$ cat config.mk
export PLATFORM = sky130hd
export DESIGN_NAME = sa_sep_alloc
export DESIGN_NICKNAME = d
export VERILOG_FILES = /design/src/rtl/sa_sep_alloc.sv
export SDC_FILE = /design/constraint.sdc
export NUM_CORES = 1
export LEC_CHECK = 0
export ABC_CLOCK_PERIOD_IN_PS = 6500
export CELL_PAD_IN_SITES_DETAIL_PLACEMENT = 0
export CELL_PAD_IN_SITES_GLOBAL_PLACEMENT = 1
export CORE_AREA = 2 2 181 183
export DETAILED_ROUTE_END_ITERATION = 10
export DIE_AREA = 0 0 183 185
export PLACE_DENSITY = 0.86
export SLEW_MARGIN = 20
export SYNTH_ARGS = -nofsm -noshare
export SYNTH_HDL_FRONTEND = slang
export SYNTH_SLANG_ARGS = --single-unit
$ cat constraint.sdc
create_clock -name clk -period 6.5 [get_ports clk]
set_clock_uncertainty 0.15 [all_clocks]
set_input_delay 0.975 -clock clk [delete_from_list [all_inputs] [get_ports clk]]
set_output_delay 0.975 -clock clk [all_outputs]
set_load 0.01 [all_outputs]
$ cat src/rtl/sa_sep_alloc.sv
// Input-first separable switch allocator: per-input round-robin pick, then per-output round-robin pick.
// Optional packet locking (an output stays with one input until its tail flit) is enabled by SA_PKT_LOCK_EN.
module sa_sep_alloc #(
    parameter int unsigned P = 5,
    localparam int unsigned PW = (P > 1) ? $clog2(P) : 1
) (
    input  logic           clk,
    input  logic           rstn,
    input  logic [P*P-1:0] req,
    input  logic [P-1:0]   tail,
    input  logic [P-1:0]   out_ready,
    output logic [P-1:0]   gnt_in,
    output logic [P*P-1:0] sel_out_for_in,
    output logic [P*P-1:0] sel_in_for_out
);

    logic [PW-1:0] ip_ptr [P];
    logic [PW-1:0] op_ptr [P];
    logic [PW-1:0] ip_nxt [P];
    logic [PW-1:0] op_nxt [P];

    logic [P*P-1:0] mreq;
    logic [P*P-1:0] s1;
    logic [P*P-1:0] sel_io;
    logic [P*P-1:0] sel_oi;

`ifdef SA_PKT_LOCK_EN
    logic [P-1:0]  lock_vld;
    logic [P-1:0]  lock_vld_nxt;
    logic [PW-1:0] lock_own [P];
    logic [PW-1:0] lock_own_nxt [P];
`else
    logic unused_tail;
    assign unused_tail = ^tail;
`endif

    // First set bit of v at or above ptr, wrapping P-1 -> 0; one-hot result.
    function automatic logic [P-1:0] rr_pick(input logic [P-1:0] v, input logic [PW-1:0] ptr);
        logic [P-1:0] g;
        logic         found;
        int unsigned  idx;
        g     = '0;
        found = 1'b0;
        for (int unsigned k = 0; k < P; k++) begin
            idx = 32'(ptr) + k;
            if (idx >= P) idx = idx - P;
            if (!found && v[PW'(idx)]) begin
                g[PW'(idx)] = 1'b1;
                found       = 1'b1;
            end
        end
        return g;
    endfunction

    function automatic logic [PW-1:0] enc(input logic [P-1:0] v);
        logic [PW-1:0] r;
        r = '0;
        for (int unsigned k = 0; k < P; k++) begin
            if (v[k]) r = PW'(k);
        end
        return r;
    endfunction

    function automatic logic [PW-1:0] inc(input logic [PW-1:0] x);
        return (x == PW'(P - 1)) ? '0 : x + PW'(1);
    endfunction

    // Ready/lock masking and stage-1 choice per input
    always_comb begin
        logic [P-1:0] row;
        logic [P-1:0] owned;
        mreq  = '0;
        s1    = '0;
        row   = '0;
        owned = '0;
        for (int unsigned i = 0; i < P; i++) begin
            for (int unsigned o = 0; o < P; o++) begin
                mreq[i*P+o] = req[i*P+o] & out_ready[o];
`ifdef SA_PKT_LOCK_EN
                owned[o] = lock_vld[o] && (lock_own[o] == PW'(i));
                if (lock_vld[o] && !owned[o]) mreq[i*P+o] = 1'b0;
`endif
            end
            row = mreq[i*P +: P];
            if (|owned) s1[i*P +: P] = row & owned;
            else        s1[i*P +: P] = rr_pick(row, ip_ptr[i]);
        end
    end

    // Stage 2: one winner per output among inputs that chose it
    always_comb begin
        logic [P-1:0] col;
        logic [P-1:0] pk;
        sel_io = '0;
        sel_oi = '0;
        col    = '0;
        pk     = '0;
        for (int unsigned o = 0; o < P; o++) begin
            for (int unsigned i = 0; i < P; i++) col[i] = s1[i*P+o];
            pk = rr_pick(col, op_ptr[o]);
            for (int unsigned i = 0; i < P; i++) begin
                sel_oi[o*P+i] = pk[i] & rstn;
                sel_io[i*P+o] = pk[i] & rstn;
            end
        end
    end

    always_comb begin
        gnt_in = '0;
        for (int unsigned i = 0; i < P; i++) gnt_in[i] = |sel_io[i*P +: P];
    end

    assign sel_out_for_in = sel_io;
    assign sel_in_for_out = sel_oi;

    // iSLIP pointer update and lock tracking
    always_comb begin
        logic [PW-1:0] w;
        w  = '0;
        ip_nxt = ip_ptr;
        op_nxt = op_ptr;
`ifdef SA_PKT_LOCK_EN
        lock_vld_nxt = lock_vld;
        lock_own_nxt = lock_own;
`endif
        for (int unsigned o = 0; o < P; o++) begin
            if (|sel_oi[o*P +: P]) begin
                w = enc(sel_oi[o*P +: P]);
`ifdef SA_PKT_LOCK_EN
                if (tail[w]) begin
                    op_nxt[o]       = inc(w);
                    lock_vld_nxt[o] = 1'b0;
                end else begin
                    lock_vld_nxt[o] = 1'b1;
                    lock_own_nxt[o] = w;
                end
`else
                op_nxt[o] = inc(w);
`endif
            end
        end
        for (int unsigned i = 0; i < P; i++) begin
            if (gnt_in[i]) ip_nxt[i] = inc(enc(sel_io[i*P +: P]));
        end
    end

    always_ff @(posedge clk) begin
        if (!rstn) begin
            for (int unsigned k = 0; k < P; k++) begin
                ip_ptr[k] <= '0;
                op_ptr[k] <= '0;
`ifdef SA_PKT_LOCK_EN
                lock_own[k] <= '0;
`endif
            end
`ifdef SA_PKT_LOCK_EN
            lock_vld <= '0;
`endif
        end else begin
            for (int unsigned k = 0; k < P; k++) begin
                ip_ptr[k] <= ip_nxt[k];
                op_ptr[k] <= op_nxt[k];
`ifdef SA_PKT_LOCK_EN
                lock_own[k] <= lock_own_nxt[k];
`endif
            end
`ifdef SA_PKT_LOCK_EN
            lock_vld <= lock_vld_nxt;
`endif
        end
    end

endmodule
* Word-level counts from Yosys, hierarchy flattened
Index checks and enable logic that the tools add are counted.
** Operators by class
- Add/subtract/negate cells :: 100
- Bitwise operators :: 90
- Mux-type cells :: 399
- Order comparisons :: 150
- Eq/ne operators :: 10
- Reductions and logical operators :: 140
** Operators with widths (count)
- $mux W3 :: 99
- $mux W5 :: 50
- $lt A3 B4 Y1 const B :: 50
- $or A5 B5 Y5 :: 40
- $ge A4 B3 Y1 const B :: 40
- $bmux W1 S3 :: 50
- $demux W1 S3 :: 50
- $ge A3 B1 Y1 const B :: 50
- $sub A3 B3 Y3 const B :: 50
- $mux W1 :: 149
- $logic_and A1 B1 Y1 :: 90
- $add A3 B2 Y4 const B :: 20
- $and A1 B1 Y1 :: 50
- $reduce_or A5 Y1 :: 10
- $add A3 B1 Y4 const B :: 10
- $add A3 B3 Y4 const B :: 10
- $logic_not A1 Y1 :: 40
- $add A3 B1 Y3 const B :: 10
- $eq A3 B3 Y1 const B :: 10
- $ge A3 B3 Y1 const B :: 10
- $mux W2 :: 1
** Word-level totals
- Flip-flop bits (word level) :: 30
- Input bits :: 37
- Output and inout port bits :: 55
- Logic and storage cells :: 899

* Logic depth before layout (Yosys ltp)
- Depth in word-level cells :: 40
- Gate-level depth with buffers :: 27
- Mapped depth without buffers :: 24

* Worst setup path after synthesis
No wires, ideal clock.
- Kind :: register -> output
- Start point :: register ip_ptr[0] (netlist name)
- End point :: output port gnt_in[2]
- Arrival :: 5106 ps
- Required time :: 5375 ps
- Slack :: 269 ps
- Stages on the path, launching flop included :: 21
- Cell sequence :: dfxtp_1 buf_6 inv_2 ha_1 inv_1 fa_1 buf_6 or4_4 a21oi_4 a32oi_2 a211o_2 or4_1 and4_4 o31a_1 nor4_2 or2_2 nor2_1 o41a_1 or2_4 nor4_4 inv_1
** Between the ends
- Longest elaborated chain between the ends :: 34
** RTL lines
- start: declaration :: line 17 : logic [PW-1:0] ip_ptr [P];
- start signal: indexed assignment :: line 161 : ip_ptr[k] <= ip_nxt[k];
- parallel branches: the longest is 16 deep, another holds $add A3 B1 Y4
- $mux W5 (*) :: line 47 : if (!found && v[PW'(idx)]) begin
- $bmux W1 S3 :: line 47
- $mux W1 (implied by the code) :: line 47
- $mux W1 :: line 47
- $logic_not A1 Y1 :: line 47
- $logic_and A1 B1 Y1 :: line 47
- $mux W1 :: line 47
- (+4 left out)
- $logic_and A1 B1 Y1 :: line 47
- $mux W1 :: line 47
- $logic_not A1 Y1 :: line 47
- $logic_and A1 B1 Y1 :: line 47
- $mux W5 (*) :: line 47
- $and A1 B1 Y1 (*)
- via sel_in_for_out[12] :: line 14 : output logic [P*P-1:0] sel_in_for_out
- $reduce_or A5 Y1 (*) :: line 110 : for (int unsigned i = 0; i < P; i++) gnt_in[i] = |sel_io[i*P +: P];
- end: declaration :: line 12 : output logic [P-1:0] gnt_in,
Mark *: on every way through the listed nets, which the timed path passes. The select of a mux whose other input is x is not followed.

* Final worst setup path
- Start point :: register ip_ptr[1] (netlist name)
- End point :: output port gnt_in[3]
** Between the ends
- Longest elaborated chain between the ends :: 34
** RTL lines
- parallel branches: the longest is 16 deep, another holds $add A3 B1 Y4
- $mux W5 (*) :: line 47
- $bmux W1 S3 :: line 47
- $mux W1 (implied by the code) :: line 47
- $mux W1 :: line 47
- $logic_not A1 Y1 :: line 47
- $logic_and A1 B1 Y1 :: line 47
- $mux W1 :: line 47
- (+3 left out)
- $logic_not A1 Y1 :: line 47
- $logic_and A1 B1 Y1 :: line 47
- $mux W1 :: line 47
- $logic_not A1 Y1 :: line 47
- $logic_and A1 B1 Y1 :: line 47
- $mux W5 :: line 47
- $and A1 B1 Y1 :: line 103 : sel_io[i*P+o] = pk[i] & rstn;
- $reduce_or A5 Y1 (*) :: line 110
Mark *: on every way between the ends. The select of a mux whose other input is x is not followed.

==> impl_metrics.toml <==
[status]
status = "finished, violations left"
violations = "setup timing"

[placement]
hpwl_um = 46000
gp_congestion = 1.10
io_buffer_count = 86
post-place-ws_ns = -0.637

[layout]
fillers = 2755
areaGrowthSynthToFinish_pct = 41.3
nNetsFinal = 2679
drive_gt1_share_pct = 32.8

[drt]
viasPerCell = 6.64
dr.pass1.iters = 7
routed-via-count = 19600
drc_errors = 0
routed_wl_um = 61700
drt_iter0_markers = 2152
final_antenna_net_count = 0
detail_route.wl_per_cell_um = 20.9

[synthesis]
netlist_instances = 2108
yosysMostFrequentCell = "nor2_1"
synth-seq-cells = 30
ys_seq_area_share_pct = 4.22
synth_cell_types = 118
synth_edf_count = 0
synth.avg_cell_area_um2 = 6.75
synth_commonest_cells = "190 x nor2_1, 172 x nand2_1, 133 x a21oi_1, 102 x nor3_1, 101 x inv_1"
synth_area_leaders = "ha_1 8.3%, nor2_1 5.0%, a21oi_1 4.7%"
async_flop_share_pct = 0
synth_top_cell_area_share_pct = 8.27
synth_area_um2 = 14200
yosys.area.top_type = "ha_1"
synthFlopType = "dfxtp_1"
yosys_warnings = 0
synth_nets = 2249

[critical_path]
worstPathArrival_ns = 5.60
slowest_delay_ns = 0.57
worst-path-max-fanout = 7
crit_slowest_cell = "or4_4"
crit_required_ns = 5.37
startpoint_type = "register"
setup.worst_path.end_class = "primary output"
path_class = "register to primary output"
crit_chain = "buf_4 > ha_1 > buf_4 > a221oi_2 > mux2i_1 > nand2_1 > o211ai_2 > a211o_4 > or4_4 > and3_4 > buf_4 > buf_4 > a221oi_2 > a22o_1 > nor4_2 > a221o_1 > and2_4 > nor4b_4 > buf_4 > nand2_1 > dlygate4sd2_1"
path_buf_inv = 6
crit_family = "compound AO/OA/AOI/OAI gates"
critPathMostFrequentCell = "buf_4"

[floorplan]
die_w_um = 183
initial_utilization_pct = 44.4
die_y_um = 185
rows = 66
ios = 92
dieArea_um2 = 33900
coreArea_um2 = 32000

[cts]
cts_tree = "yes"
cts.sinks = 30
clk_pin_slew_ns = 0.06
cts_root_buffer = "clkbuf_16"
cts_buffers = 5
clock_latency_ns = 0.30
clockBufferDepth = 2
cts_htree_levels = 2

[sta]
whs_ns = 0.380
final-max-slew-violation-count = 0
timing.fmax_mhz = 149
relSlewSlack_pct = 44.2
hold_viol_final = 0
rsz0062_at_grt = "yes"
fin_ws_ns = -0.228
setup_viol = 17
fin_crit_sh_pct = 104
tightest_slew_ns = 0.813
fin_crit_ns = 6.73
tns_ns = -1.42

[power_and_ir_drop]
ir_drop_mv = 0.393
p_leak_nw = 8.89
power_density_nw_per_um2 = 529

[grt]
grt_overflow = 0
grt_pass1_vias = 17600
track_usage_pct = 33.1
grt_antenna_before_repair = 0
grt_max_degree = 31
grt_pass1_wl_um = 90800

[min_path]
min_path_type = "register to register"

[run]
drv_cap = 0
-- metal layers --
metal | share of wire (%) | global-route usage [%]
met5 | 0 | 0
met4 | 6.9 | 17.5
met3 | 11 | 5.19
met2 | 44 | 54.6
met1 | 38 | 41.5
-- kinds of logic after synthesis --
logic type,after synthesis,share of synthesized area [%]
mux,74,5.36
buf+inv,249,8.54
flops,30,4.22
compound gates,719,36.8
fa+ha+maj,104,9.68
xor+xnor,37,2.28
simple gates,895,33.1
-- sequential cells by signal, indices dropped and copies added, names as in the netlist --
name / flops
op_ptr: 15
ip_ptr: 15
-- power by group --
part	leakage (nW)	switching (mW)	internal, mW
Combinational	8.57	5.48	4.60
Sequential	0.248	0.0585	0.235
Clock	0.0739	0.108	0.152
-- layout make-up --
type / instances / area (µm²) / area share (%)
Antenna cell: 1 / 2.50 / 0.0125
Clock buffer: 7 / 143 / 0.710
Clock inverter: 1 / 5.00 / 0.0249
Inverter: 111 / 423 / 2.11
Multi-Input combinational cell: 1829 / 13700 / 68.4
Sequential cell: 30 / 608 / 3.03
Tap cell: 408 / 510 / 2.54
Timing Repair Buffer: 561 / 4670 / 23.2
-- worst paths after layout --
path / start / end / slack [ns] / cells after the start
worst min-delay path: op_ptr[5] / op_ptr[5] / 0.38 / 2
worst min register to register: op_ptr[5] / op_ptr[5] / 0.38 / 2
worst max register to register: ip_ptr[1] / ip_ptr[14] / 0.63 / 26
worst max-delay path: ip_ptr[1] / gnt_in[3] / -0.23 / 21
-- cells in the final DEF, fill, tap and decap left out, types with 27 or more instances in the layout --
| master | count |
|---|---|
| ha_1 | 81 |
| a31oi_1 | 27 |
| xnor2_1 | 34 |
| nor3_1 | 84 |
| buf_4 | 448 |
| nor2_1 | 180 |
| o21ai_0 | 78 |
| nand2_1 | 167 |
| or2_2 | 37 |
| mux2i_1 | 52 |
| nand2b_1 | 52 |
| inv_1 | 93 |
| nor2b_1 | 29 |
| and2_1 | 29 |
| clkdlybuf4s50_1 | 40 |
| dlymetal6s2s_1 | 30 |
| a21oi_1 | 122 |
| a21o_1 | 37 |
| nand3_1 | 69 |
| or3_1 | 27 |
-- worst register-to-register path, stage by stage, from the launching register on --
cell       delay [ns]
dfxtp_2          0.35
buf_4            0.15
ha_1             0.30
buf_4            0.22
a221oi_2         0.27
mux2i_1          0.74
nand2_1          0.21
o211ai_2         0.28
a211o_4          0.19
buf_4            0.13
nor4_4           0.04
buf_4            0.14
or2_2            0.32
a21oi_1          0.25
o32ai_4          0.15
nand4bb_1        0.21
buf_4            0.18
o211a_1          0.27
nand2b_1         0.19
buf_4            0.18
inv_1            0.12
buf_4            0.13
a21oi_1          0.04
ha_1             0.20
ha_1             0.19
inv_1            0.08
mux2i_1          0.07
-- per-stage QoR --
stage               std cells  power [mW]  util (%)  cell area (µm²)
CTS                      2914        9.49      58.8            18800
finish                   2948        10.6      62.7            20100
floorplan                2108        5.44         -            14200
detailed placement       2890        8.79      56.4            18100
global route             2947        11.2      62.7            20100
global placement         2890        8.62      56.4            18100
-- timing repair --
| action | CTS | global route |
|---|---|---|
| gates cloned | 0 | 2 |
| setup endpoints to repair | 55 | 55 |
| gates resized for setup | 136 | 246 |
| setup buffers | 16 | 31 |
| hold buffers | 0 | 0 |
| pin swaps | 34 | 63 |
| hold endpoints to repair | 0 | 0 |
No activity file was read; power rests on OpenSTA's default activity.
